File: src/rtl/crank_decoder.sv
// Missing-tooth crank wheel decoder: synchronises the sensor input, measures the time
// between teeth, finds the gap and tracks the absolute tooth index.
module crank_decoder #(
    parameter int unsigned TEETH_TOTAL   = 60,
    parameter int unsigned TEETH_MISSING = 2,
    parameter int unsigned PERIOD_W      = 20
) (
    input  logic                clk,
    input  logic                reset_n,
    input  logic                vrin,
    output logic                tooth_strobe,
    output logic [5:0]          tooth_index,
    output logic [PERIOD_W-1:0] tooth_period,
    output logic                synced,
    output logic                sync_loss
);

    localparam logic [5:0]          LastIndex = 6'(TEETH_TOTAL - TEETH_MISSING - 1);
    localparam logic [PERIOD_W-1:0] PeriodMax = '1;

    typedef enum logic [1:0] {StIdle, StFirst, StHunt, StSynced} state_e;

    logic                sync1_q, sync2_q, sync3_q;
    logic [1:0]          fill_q;
    logic                armed_q;
    logic                tooth_q;

    logic [PERIOD_W-1:0] cnt_q, cnt_d;
    logic [PERIOD_W-1:0] prev_q, prev_d;
    logic [PERIOD_W-1:0] period_q, period_d;
    logic [5:0]          index_q, index_d;
    state_e              state_q, state_d;
    logic                synced_q, synced_d;
    logic                strobe_q, strobe_d;
    logic                loss_q, loss_d;

    logic                stall;
    logic                gap;
    logic                lose;
    logic [PERIOD_W+1:0] period_x2;
    logic [PERIOD_W+1:0] prev_x3;

    // Edges are only accepted once the synchronised input has been seen low after reset,
    // so a sensor already high at reset release does not count as a tooth.
    always_ff @(posedge clk or negedge reset_n) begin
        if (!reset_n) begin
            sync1_q <= 1'b0;
            sync2_q <= 1'b0;
            sync3_q <= 1'b0;
            fill_q  <= 2'd0;
            armed_q <= 1'b0;
            tooth_q <= 1'b0;
        end else begin
            sync1_q <= vrin;
            sync2_q <= sync1_q;
            sync3_q <= sync2_q;
            if (fill_q != 2'd2) begin
                fill_q <= fill_q + 2'd1;
            end
            if (fill_q == 2'd2 && !sync2_q) begin
                armed_q <= 1'b1;
            end
            tooth_q <= sync2_q & ~sync3_q & armed_q;
        end
    end

    assign period_x2 = {1'b0, cnt_q, 1'b0};
    assign prev_x3   = {2'b00, prev_q} + {1'b0, prev_q, 1'b0};
    assign gap       = period_x2 > prev_x3;
    assign stall     = !tooth_q && (cnt_q == PeriodMax);

    // Counter restarts at 1 on a tooth so that it holds the full tooth spacing at the next one.
    always_comb begin
        if (tooth_q) begin
            cnt_d = PERIOD_W'(1);
        end else if (cnt_q == PeriodMax) begin
            cnt_d = cnt_q;
        end else begin
            cnt_d = cnt_q + PERIOD_W'(1);
        end
    end

    always_comb begin
        state_d  = state_q;
        index_d  = index_q;
        synced_d = synced_q;
        period_d = period_q;
        prev_d   = prev_q;
        strobe_d = 1'b0;
        loss_d   = 1'b0;
        lose     = 1'b0;

        if (tooth_q) begin
            strobe_d = 1'b1;
            period_d = cnt_q;
            prev_d   = cnt_q;
            case (state_q)
                StIdle:  state_d = StFirst;
                StFirst: state_d = StHunt;
                StHunt: begin
                    if (gap) begin
                        state_d  = StSynced;
                        synced_d = 1'b1;
                        index_d  = 6'd0;
                    end
                end
                StSynced: begin
                    // The gap must land exactly after the last present tooth.
                    if (index_q == LastIndex) begin
                        if (gap) begin
                            index_d = 6'd0;
                        end else begin
                            lose = 1'b1;
                        end
                    end else if (gap) begin
                        lose = 1'b1;
                    end else begin
                        index_d = index_q + 6'd1;
                    end
                end
                default: state_d = StIdle;
            endcase
            if (lose) begin
                state_d  = StHunt;
                synced_d = 1'b0;
                index_d  = 6'd0;
                loss_d   = 1'b1;
            end
        end else if (stall) begin
            state_d  = StIdle;
            synced_d = 1'b0;
            index_d  = 6'd0;
            loss_d   = synced_q;
        end
    end

    always_ff @(posedge clk or negedge reset_n) begin
        if (!reset_n) begin
            cnt_q    <= '0;
            prev_q   <= '0;
            period_q <= '0;
            index_q  <= 6'd0;
            state_q  <= StIdle;
            synced_q <= 1'b0;
            strobe_q <= 1'b0;
            loss_q   <= 1'b0;
        end else begin
            cnt_q    <= cnt_d;
            prev_q   <= prev_d;
            period_q <= period_d;
            index_q  <= index_d;
            state_q  <= state_d;
            synced_q <= synced_d;
            strobe_q <= strobe_d;
            loss_q   <= loss_d;
        end
    end

    assign tooth_strobe = strobe_q;
    assign tooth_index  = index_q;
    assign tooth_period = period_q;
    assign synced       = synced_q;
    assign sync_loss    = loss_q;

endmodule
File: config.mk
export PLATFORM = sky130hd
export DESIGN_NAME = crank_decoder
export DESIGN_NICKNAME = d
export VERILOG_FILES = /design/src/rtl/crank_decoder.sv
export SDC_FILE = /design/constraint.sdc
export NUM_CORES = 1
export LEC_CHECK = 0
export CORE_ASPECT_RATIO = 1.25
export CORE_MARGIN = 2
export CORE_UTILIZATION = 29
export CTS_CLUSTER_SIZE = 24
export DETAILED_ROUTE_END_ITERATION = 6
export SYNTH_ARGS = -nofsm -noshare
export SYNTH_HDL_FRONTEND = slang
export SYNTH_SLANG_ARGS = --single-unit
File: constraint.sdc
create_clock -name clk -period 10.7 [get_ports clk]
set_input_delay 2.14 -clock clk [delete_from_list [all_inputs] [get_ports clk]]
set_output_delay 2.14 -clock clk [all_outputs]
set_load 0.01 [all_outputs]
==> results.ini <==
[cells_and_area]
layout-area-overhead-vs-synth_pct=21.00
drive_gt1_share_pct=9.211
nets=504
n_fill_cell=1334
final_cell_mix=58 x dfrtp_1, 49 x ha_1, 43 x nor2_1
multi_input_area_sq_mm=0.002404
register_area_sq_mm=0.001451
antenna_cells=0
final_common_cell=dfrtp_1

[power]
p_clk_share_pct=38.2
powerDensity_mw_per_mm2=170.7
leakage_nw=2.195
p_switching_w=0.0002574
p_seq_share_pct=33.1
p_sw_share_pct=31.64
p_int_w=0.0005561
ir_drop_mv=0.06670
combPwrFrac_pct=28.7

[sta]
fmax_ghz=0.2256
rsz0062_at_grt=no
setup_tns_ns=0
maxSlewViolCount=0
layout_setup_ws_ns=6.267
layout_worst_path_cycle_share_pct=41.43
slew_headroom_pct=40.85
clock_skew_ns=0.005390
worstMarginPinSlew_ns=0.8872
setup_viol=0
hold_viol=0
fin_crit_ns=4.433

[critical_path]
r2r_start=tooth_period[1]$_DFFE_PN0P_
startpoint=tooth_period[1]$_DFFE_PN0P_
critPathMaxFanout=6
arrival_ns=4.68
worst_setup_path_end_kind=register
path_common_cell=a21oi_1
startpoint_type=register
worstPathRequired_ns=10.94
r2r_cells=21
critical_path.max_stage_delay_ns=0.42
cp_cell_sequence=ha_1, inv_1, fa_1, nand2b_1, a21oi_1, o41a_1, a21oi_1, o21ai_1, nand2_1, a21oi_1, nor2_1, xnor2_1, ha_1, nand4_1, nor2_1, nand3_1, o2111ai_1, nand3_2, mux2_4, and3_1, a211oi_2
worstSetupPathType=reg -> reg
crit_path_top_delay_cell=dfrtp_1

[placement]
numPortBuffers=31
hpwl_microns=6857
post-place-ws_ns=6.254
gp_congestion=0.8719

[clock_network]
post-cts-setup-buffers=0
post_cts_resized=0
clock_path_buffers=2
cts_root_buffer=clkbuf_16
clock_latency_ns=0.33
cts_sinks=58
clk_pin_slew_ns=0.05
ctsHtreeMaxLevel=3
cts_tree=yes
cts_buffers=9
postCtsHoldBufs=0

[routing]
ant_nets=0
routed_via_density=5.043
totalWireLength_microns=9013
drt_iter0_drc=159
wl_per_cell_microns=14.37
vias=3162
firstDrtPassIters=4
drcViolationCount=0

[global_route]
grt-ovfl-total=0
grt_max_degree=59
grt_use_total_pct=13.28
antenna_found_initial=0
grt_pass1_vias=3206
grt_first_pass_wirelength_microns=15280

[floorplanning]
io_pins=32
dieWidth_microns=108.2
rows=47
dieArea_sq_mm=0.01454
core_sq_mm=0.01323
die_y_microns=134.3
start_util_pct=29.77

[synth]
yosysWarnings=0
synth_seq_cells=58
synth_seq_area_share_pct=36.85
syn_area_sq_mm=0.003939
synth_cells=414
synthArstFlopShare_pct=100.0
synth_edf_count=0
synth.distinct_cells=44
ys.flop_type=dfrtp_1
syn-num-nets=467
syn_area_per_cell_sq_um=9.514

[flow_run]
maxCapViolCount=0

[status]
outcome=completed

[hold_path]
hp-class=reg -> reg
hp-start=sync1_q$_DFF_PN0_
hold_depth=0

[stage by stage]
step / instance area [sq um] / power [W] / utilization (%) / hold WS, ns / std cells
6_report: 4766 / 0.0008134 / 36.02 / 0.3529 / 627
5_1_grt: 4766 / 0.0008678 / 36.02 / 0.3548 / 627
4_1_cts: 4766 / 0.0008227 / 36.02 / 0.3504 / 627
3_5_place_dp: 4446 / 0.0005083 / 33.60 / 0.3386 / 611
3_3_place_gp: 4446 / 0.0004991 / 33.60 / 0.3382 / 611
2_1_floorplan: 3939 / 0.0004383 / - / 0.3312 / 414
[state kept, by name, indices dropped and copies added, names as in the netlist]
name,cells
tooth_index,6
fill_q,2
tooth_strobe,1
sync1_q,1
cnt_q,20
state_q,2
synced,1
sync2_q,1
tooth_q,1
armed_q,1
tooth_period,20
sync3_q,1
sync_loss,1
[kinds of logic (layout without fill, tap and decap cells)]
logic type                 Yosys count  count (layout)  share of synthesized area [%]
AOI/OAI and AO/OA                   97              97                          15.76
buffers and inverters               22              64                          2.128
DFF                                 58              58                          36.85
xor gates and xnor gates            35              35                          7.783
muxes                               19              19                          5.527
adders and majority gates           50              50                          16.07
and+or+nand+nor                    133             133                          15.88
[per-layer routing]
layer / GRT usage (%) / share of wire, %
met1: 15.60 / 44
met2: 22.43 / 50
met3: 3.304 / 3.3
met4: 6.481 / 3.2
met5: 0 / 0
[critical path, delay by kind of cell (launching register included)]
kind	cells	cell delay, ns
simple gates	8	1.02
fa+ha+maj	3	0.89
xor+xnor	1	0.12
compound gates	7	1.46
mux	1	0.35
flops	1	0.42
buf+inv	1	0.06
[power by group through the flow]
stage               logic [W]  registers (W)  clock network [W]
floorplan            0.000171       0.000268                  0
global placement     0.000227       0.000272                  0
detailed placement   0.000235       0.000273                  0
CTS                  0.000236       0.000270           0.000317
global route         0.000268       0.000273           0.000327
finish               0.000234       0.000269           0.000310
[Yosys cell counts (2+ instances only)]
cell type  instances  area (sq um)
xnor2_1           12         105.1
or3_1              7         43.79
o21ai_1           12         60.06
o21bai_1           4         30.03
and4_1             2         17.52
ha_1              49         613.1
o2111ai_1          2         17.52
o31ai_1            5         37.54
nor2_1            43         161.4
a21o_1             9         67.56
o22ai_1            2         12.51
nand4_1           10         62.56
mux2_2            18         202.7
o41ai_1            2         17.52
a21oi_1           31         155.2
and3_1             4         25.02
nand2_1           33         123.9
inv_1             15         56.30
a211oi_1           5         37.54
dfrtp_1           58          1451
clkbuf_1           6         22.52
o21ai_0           14         70.07
nand3_1           15         75.07
o21a_1             2         15.01
nand2b_1           4         25.02
nor3_1             9         45.04
and2_1             2         12.51
xor2_1            23         201.4
[final timing paths]
path / endpoint / slack (ns)
max in group asynchronous: state_q[1]$_DFFE_PN0P_ / 8.25
min in group asynchronous: tooth_period[10]$_DFFE_PN0P_ / 1.96
setup reg to reg: state_q[1]$_DFFE_PN0P_ / 6.27
setup / recovery: state_q[1]$_DFFE_PN0P_ / 6.27
hold reg to reg: sync2_q$_DFF_PN0_ / 0.35
hold / removal: sync2_q$_DFF_PN0_ / 0.35
[cell type report]
class	count	area share (%)
Multi-Input combinational cell	334	50.43
Sequential cell	58	30.45
Timing Repair Buffer	33	6.721
Clock buffer	11	5.093
Tap cell	171	4.489
Clock inverter	5	1.628
Inverter	15	1.181
Power figures use the tool's default switching activity.
